[src/rtl/alu_result_stage_pkg.sv]
// Shared definitions for the ALU result stage: opcode encodings, the buffered
// entry layout and the rule for which opcodes produce a meaningful carry.
package alu_result_stage_pkg;

    localparam logic [2:0] OP_ADD  = 3'b000;
    localparam logic [2:0] OP_SUB  = 3'b001;
    localparam logic [2:0] OP_INCA = 3'b010;
    localparam logic [2:0] OP_DECB = 3'b011;
    localparam logic [2:0] OP_AND  = 3'b100;
    localparam logic [2:0] OP_OR   = 3'b101;
    localparam logic [2:0] OP_XOR  = 3'b110;
    localparam logic [2:0] OP_NOTB = 3'b111;

    typedef struct packed {
        logic [2:0] sel;
        logic [3:0] res;
        logic       c;
        logic       z;
        logic       n;
    } entry_t;

    // Only the arithmetic opcodes drive bit 4 of the result; logical ops leave it meaningless.
    function automatic logic sel_has_carry(input logic [2:0] sel);
        logic arith;
        arith = 1'b0;
        unique case (sel)
            OP_ADD, OP_SUB, OP_INCA, OP_DECB: arith = 1'b1;
            OP_AND, OP_OR, OP_XOR, OP_NOTB:   arith = 1'b0;
            default:                          arith = 1'b0;
        endcase
        return arith;
    endfunction

endpackage

[src/rtl/alu_flag_gen.sv]
// Combinational condition-flag generator: carry/borrow, zero and negative
// derived from one ALU opcode/result pair.
module alu_flag_gen
    import alu_result_stage_pkg::*;
(
    input  logic [2:0] sel_i,
    input  logic [4:0] y_i,
    output logic       c_o,
    output logic       z_o,
    output logic       n_o
);

    assign c_o = sel_has_carry(sel_i) & y_i[4];
    assign z_o = (y_i[3:0] == 4'd0);
    assign n_o = y_i[3];

endmodule

[src/rtl/alu_result_stage.sv]
// Registered downstream stage of the 4-bit ALU: flags each result, queues it in
// a DEPTH-entry FIFO behind valid/ready, and counts carry/borrow events.
module alu_result_stage
    import alu_result_stage_pkg::*;
#(
    parameter  int DEPTH = 2,
    parameter  int CNT_W = 8,
    localparam int LVL_W = $clog2(DEPTH + 1),
    localparam int PTR_W = $clog2(DEPTH)
)
(
    input  logic             clk,
    input  logic             rst_n,
    input  logic             in_valid,
    output logic             in_ready,
    input  logic [2:0]       in_sel,
    input  logic [4:0]       in_y,
    output logic             out_valid,
    input  logic             out_ready,
    output logic [2:0]       out_sel,
    output logic [3:0]       out_res,
    output logic             out_c,
    output logic             out_z,
    output logic             out_n,
    input  logic             cnt_clr,
    output logic [CNT_W-1:0] c_cnt,
    output logic [LVL_W-1:0] level
);

    entry_t             mem_q [DEPTH];
    entry_t             in_entry;
    entry_t             head;
    logic [PTR_W-1:0]   wr_ptr_q, wr_ptr_d;
    logic [PTR_W-1:0]   rd_ptr_q, rd_ptr_d;
    logic [LVL_W-1:0]   level_q, level_d;
    logic [CNT_W-1:0]   c_cnt_q, c_cnt_d;
    logic               flag_c, flag_z, flag_n;
    logic               push, pop;

    alu_flag_gen u_flag_gen (
        .sel_i (in_sel),
        .y_i   (in_y),
        .c_o   (flag_c),
        .z_o   (flag_z),
        .n_o   (flag_n)
    );

    assign in_entry  = '{sel: in_sel, res: in_y[3:0], c: flag_c, z: flag_z, n: flag_n};
    assign in_ready  = (level_q < LVL_W'(DEPTH));
    assign out_valid = (level_q != '0);
    assign push      = in_valid & in_ready;
    assign pop       = out_valid & out_ready;

    // Gating with out_valid gives clean zeros while empty, so storage needs no reset.
    assign head    = out_valid ? mem_q[rd_ptr_q] : '0;
    assign out_sel = head.sel;
    assign out_res = head.res;
    assign out_c   = head.c;
    assign out_z   = head.z;
    assign out_n   = head.n;
    assign c_cnt   = c_cnt_q;
    assign level   = level_q;

    function automatic logic [PTR_W-1:0] ptr_inc(input logic [PTR_W-1:0] p);
        return (p == PTR_W'(DEPTH - 1)) ? '0 : p + 1'b1;
    endfunction

    // NOTE: every next-state signal gets a default first so no latch is inferred.
    always_comb begin
        wr_ptr_d = wr_ptr_q;
        rd_ptr_d = rd_ptr_q;
        level_d  = level_q;
        c_cnt_d  = c_cnt_q;
        if (push) wr_ptr_d = ptr_inc(wr_ptr_q);
        if (pop)  rd_ptr_d = ptr_inc(rd_ptr_q);
        unique case ({push, pop})
            2'b10:   level_d = level_q + 1'b1;
            2'b01:   level_d = level_q - 1'b1;
            default: level_d = level_q;
        endcase
        if (cnt_clr)
            c_cnt_d = '0;
        else if (push && flag_c && (c_cnt_q != '1))
            c_cnt_d = c_cnt_q + 1'b1;
    end

    // NOTE: the entry array is deliberately left out of reset; occupancy alone defines validity.
    always_ff @(posedge clk) begin
        if (push) mem_q[wr_ptr_q] <= in_entry;
    end

    // NOTE: sequential state uses non-blocking assignments only.
    always_ff @(posedge clk or negedge rst_n) begin
        if (!rst_n) begin
            wr_ptr_q <= '0;
            rd_ptr_q <= '0;
            level_q  <= '0;
            c_cnt_q  <= '0;
        end else begin
            wr_ptr_q <= wr_ptr_d;
            rd_ptr_q <= rd_ptr_d;
            level_q  <= level_d;
            c_cnt_q  <= c_cnt_d;
        end
    end

endmodule
[config.mk]
export PLATFORM = sky130hd
export DESIGN_NAME = alu_result_stage
export DESIGN_NICKNAME = d
export VERILOG_FILES = /design/src/rtl/alu_result_stage_pkg.sv /design/src/rtl/alu_flag_gen.sv /design/src/rtl/alu_result_stage.sv
export SDC_FILE = /design/constraint.sdc
export NUM_CORES = 1
export LEC_CHECK = 0
export ABC_AREA = 1
export ABC_CLOCK_PERIOD_IN_PS = 1400
export CAP_MARGIN = 40
export CORE_AREA = 2 2 61 63
export CTS_CLUSTER_DIAMETER = 200
export CTS_CLUSTER_SIZE = 10
export DETAILED_ROUTE_END_ITERATION = 16
export DIE_AREA = 0 0 63 65
export PLACE_DENSITY = 0.71
export SETUP_SLACK_MARGIN = 0.1
export SLEW_MARGIN = 15
export SYNTH_ARGS = -nofsm -noshare
export SYNTH_HDL_FRONTEND = slang
export SYNTH_SLANG_ARGS = --single-unit
[constraint.sdc]
create_clock -name clk -period 1.4 [get_ports clk]
set_input_delay 0.28 -clock clk [delete_from_list [all_inputs] [get_ports clk]]
set_output_delay 0.28 -clock clk [all_outputs]
set_load 0.05 [all_outputs]
# Yosys cells after proc, flatten, opt, wreduce, memory -nomap -nowiden
# Memory sizes are Yosys's and may differ from the RTL's.
# Cells that the tools add are included.
word_totals:
  romBits: 8
  word_cells: 32
  inputBits: 13
  mem_count: 2
  mem_bits_rw: 20
  ff_bits: 12
op_classes:
  n_eq_ne: 3
  muxes: 8
  add_sub_neg: 5
  bitwise: 3
  magnitude_cmp: 1
  n_reduce_logical: 6
mem_list:
  columns: ["name", "words", "width", "rd", "rd_ports_with_merged_regs", "wr", "line", "rtl"]
  rows:
  - ["mem_q", 2, 10, 1, 0, 1, "alu_result_stage.sv:30", "entry_t mem_q [DEPTH];"]
  - ["(name not given)", 8, 1, 1, 0, 0, "alu_result_stage_pkg.sv:26", "unique case (sel)"]
ops:
  columns: ["op", "n"]
  rows:
  - ["2-to-1 mux 8 bit", 2]
  - ["2-to-1 mux 10 bit", 1]
  - ["adder 8 x 1 -> 8 bit (second input constant)", 1]
  - ["inequality test 8 bit (second input constant)", 1]
  - ["nonzero test 2 bit", 3]
  - ["logical NOT 4 bit", 1]
  - ["2-to-1 mux 1 bit", 4]
  - ["one-hot mux 2 bit (2 select lines)", 1]
  - ["bitwise AND 1 bit", 3]
  - ["adder 1 bit (second input constant)", 2]
  - ["adder 2 x 1 -> 2 bit (second input constant)", 1]
  - ["== test 2 x 1 -> 1 bit (second input constant)", 1]
  - ["== test 2 bit (second input constant)", 1]
  - ["logical AND 1 bit", 2]
  - ["< comparator 2 bit (second input constant)", 1]
  - ["subtractor 2 x 1 -> 2 bit (second input constant)", 1]

# Depth between registers and ports, before layout
logic_depth:
  depth_word: 6
  depth_mapped: 8
  ltp_nobuf: 8

# Cells and area by module
# A second synthesis with hierarchy kept.
hier_totals:
  cells_unflattened: 159
  area_unflattened_um2: 1501.4
modules_own_cells:
  columns: ["mod", "area_per_inst_um2", "cells_each", "instances", "seq_area_each_um2"]
  rows:
  - ["alu_result_stage", 1460.2, 149, 1, 900.9]
  - ["alu_flag_gen", 41.3, 10, 1, 0.0]

# Worst setup path after synthesis
# OpenSTA, ideal clock, no wires.
synth_path:
  kind: "register -> output"
  startpoint: "reg level_q[1], in the netlist level[1]"
  endpoint: "out out_res[3]"
  n_path_buf: 2
  setup_slack_ns: -1.054
  t_required_ns: 1.120
  stages_incl_launch_ff: 5
  arrival_time_ns: 2.174
  cell_sequence: "dfrtp_1 nor2_1 clkbuf_1 a21oi_1 buf_4"
synth_via:
  elab_chain_len: 2
synth_rtl:
  columns: ["element", "line", "rtl"]
  rows:
  - ["from (decl)", "alu_result_stage.sv:35", "logic [LVL_W-1:0] level_q, level_d;"]
  - ["from (signal assigned)", "alu_result_stage.sv:102", "level_q <= level_d;"]
  - ["nonzero test 2 bit", "alu_result_stage.sv:50", "assign out_valid = (level_q != '0);"]
  - ["2-to-1 mux 10 bit", "alu_result_stage.sv:55", "assign head = out_valid ? mem_q[rd_ptr_q] : '0;"]
  - ["to (decl)", "alu_result_stage.sv:21", "output logic [3:0] out_res,"]
# No other way between the ends.

# Final worst setup path
# Ends and elaborated chain as after synthesis.

==> results.json <==
{
  "synth_seq_cells": 30,
  "setup_slack_ns": -0.197,
  "hold_class": "input pin to async pin",
  "diodes": 0,
  "antenna_found_initial": 0,
  "cts_buffer_depth": 2,
  "wirelength_um": 3440,
  "use_met1": 0.206,
  "critPathCapture": "out_res[3]",
  "die_x_um": 63,
  "synth_warnings": 0,
  "dp_cells": 240,
  "holdBufCountCts": 0,
  "ys_seq_area_frac": 0.591,
  "maxSlewHeadroom": 0.772,
  "worst_slew_pin_slew_ns": 0.339,
  "required_ns": 1.12,
  "start_util": 0.407,
  "avgSynthCellArea_um2": 9.62,
  "htreeDepth": 2,
  "syn_nets": 163,
  "power_per_cell_area_nw_per_um2": 1930,
  "drv_cap": 0,
  "ios": 35,
  "synth_top_cell_by_area": "edfxtp_1",
  "dr.pass1.iters": 4,
  "peakVddDrop_uv": 916,
  "grt_setup_unrepaired": "true",
  "ant_nets": 0,
  "power.leakage_nw": 1.02,
  "clk_pin_slew_worst_paths_ns": 0.10,
  "layout_common_cells": "42 x nand2_1, 24 x buf_6, 18 x edfxtp_1",
  "busiest_layer": "met2",
  "insertion_delay_ns": 0.33,
  "drcViolationCount": 0,
  "drive_gt1_frac": 0.498,
  "finalCritPeriodShare": 1.14,
  "vias": 1228,
  "io_buffer_count": 34,
  "clockRootBuffer": "clkbuf_4",
  "cp-start-kind": "flip-flop",
  "die_area_um2": 4100,
  "cp_max_fo": 5,
  "report.final.setup_viol": 26,
  "first_iter_violations": 33,
  "nets": 229,
  "cp_cell_sequence": "nor2_4, clkbuf_4, a21oi_4, buf_6",
  "cts_tree": "yes",
  "post_drt_wl_per_cell_um": 13.1,
  "synthDistinctLibCells": 20,
  "synth_top_area_frac": 0.380,
  "rrSetupSlack_ns": -0.03,
  "final_core_util": 0.698,
  "reg2reg_depth": 8,
  "crit_type": "flip-flop to primary output",
  "layout_commonest_cell": "nand2_1",
  "hpwl_um": 2280,
  "grt_usage": 0.187,
  "fp-row-count": 22,
  "cp_slowest_cell": "dfrtp_2",
  "max_freq_mhz": 626,
  "routed_via_density": 4.67,
  "overflow": 0,
  "synth.area.top_cells": "edfxtp_1 38%, dfrtp_1 21%, nand2_1 13%",
  "met3_usage": 0.0590,
  "cts_num_sinks": 30,
  "die-height_um": 65,
  "syn_area_um2": 1420,
  "maxSlewViolCount": 0,
  "r2r-start": "level[1]$_DFFE_PN0P_",
  "coreArea_um2": 3500,
  "fin_skew_ns": 0.0150,
  "gp_congestion": 0.833,
  "grt_util_met2": 0.339,
  "crit_path_end_kind": "primary output",
  "outcome": "finished, violations left",
  "syn_to_final_growth_pct": 71.3,
  "timing.rr.end": "c_cnt[5]$_DFFE_PN0P_",
  "violations": "setup timing",
  "hold_violations": 0,
  "post_dp_cell_area_um2": 2080,
  "grt_pass1_wl_um": 5810,
  "holdWs_ns": 0.243,
  "period_needed_ns": 1.60,
  "syn_inst": 148,
  "critical_path_arrival_ns": 1.32,
  "cpPeakStageDelay_ns": 0.44,
  "setup.worst_path.start": "level[1]$_DFFE_PN0P_",
  "grt_start_max_net_pins": 13,
  "numCtsBuffers": 5,
  "grt_pass1_vias": 1263,
  "design_area_um2": 2440,
  "stdcell_count": 263
}
## worst max-delay path: cells and delay by family (launching register included)
kind / cells / cell delay [ns]
compound gates: 1 / 0.05
buf+inv: 2 / 0.36
flops: 1 / 0.44
simple gates: 1 / 0.15
## metrics by stage
stage	setup slack, ns	total power, mW	TNS [ns]
after floorplan	-0.234	2.77	-1.47
after global placement	-0.287	3.49	-6.87
after CTS	-0.214	4.57	-2.28
final	-0.197	4.71	-2.22
after global routing	-0.299	4.97	-4.22
after detailed placement	-0.374	3.55	-8.40
## state kept, by name, indices dropped and copies added (netlist names)
register / cells
mem_q: 18
c_cnt: 8
level: 2
rd_ptr_q: 1
wr_ptr_q: 1
## report_power, final
group	switching (mW)	total (mW)	internal (mW)	leakage [nW]
clock network	0.284	0.474	0.191	0.0320
logic	1.69	2.97	1.28	0.677
registers	0.144	1.27	1.12	0.308
total	2.12	4.71	2.60	1.02
## kinds of logic (layout without fill, tap and decap cells)
family	count (synthesis)	count (layout)	share of synthesized area
buffers and inverters	17	83	0.0475
flip-flops	30	30	0.591
AND/OR/NAND/NOR	78	79	0.246
adder cells (fa/ha/maj)	2	2	0.0176
AO/OA/AOI/OAI	16	16	0.0677
XOR/XNOR	5	5	0.0308
## Yosys cell counts
master and count:
nor2_1 12, nor2_4 5, o21ai_0 2, edfxtp_1 18, a21oi_4 1, inv_1 13
dfrtp_1 12, clkinv_1 1, xor2_1 4, a21oi_1 11, o21bai_1 2, buf_4 1
xnor2_1 1, ha_1 2, nand2_2 2, nand4_1 2, nand3_1 6, nor4_1 1
nand2_1 50, clkbuf_1 2
## how the worst min path moves through the flow
stage | endpoint | slack, ns | depth (start not counted)
2_1_floorplan | c_cnt[0]$_DFFE_PN0P_ | -0.02 | 0
3_3_place_gp | rd_ptr_q$_DFFE_PN0P_ | 0.49 | 1
3_5_place_dp | rd_ptr_q$_DFFE_PN0P_ | 0.51 | 1
4_1_cts | c_cnt[4]$_DFFE_PN0P_ | 0.24 | 2
5_1_grt | c_cnt[4]$_DFFE_PN0P_ | 0.23 | 2
6_report | c_cnt[4]$_DFFE_PN0P_ | 0.24 | 2
## metal layers
metal / routed length, µm / share of wire
met2: 1840 / 0.54
met4: 53 / 0.015
met5: 0 / 0
met1: 1320 / 0.38
met3: 222 / 0.065
## area by class of cell
| type | count | area [µm²] |
|---|---|---|
| Fill cell | 262 | 1060 |
| Sequential cell | 30 | 855 |
| Timing Repair Buffer | 60 | 728 |
| Multi-Input combinational cell | 102 | 677 |
| Inverter | 14 | 62.6 |
| Tap cell | 48 | 60.1 |
| Clock buffer | 6 | 41.3 |
| Clock inverter | 2 | 10.0 |
| Timing Repair inverter | 1 | 5.00 |
## what timing repair did
| action | in CTS | in global routing |
|---|---|---|
| buffers inserted | 8 | 4 |
| cloned | 3 | 1 |
| setup endpoints to repair | 41 | 40 |
| pin swaps | 19 | 10 |
| gates resized for setup | 40 | 15 |
Power figures use the tool's default switching activity.
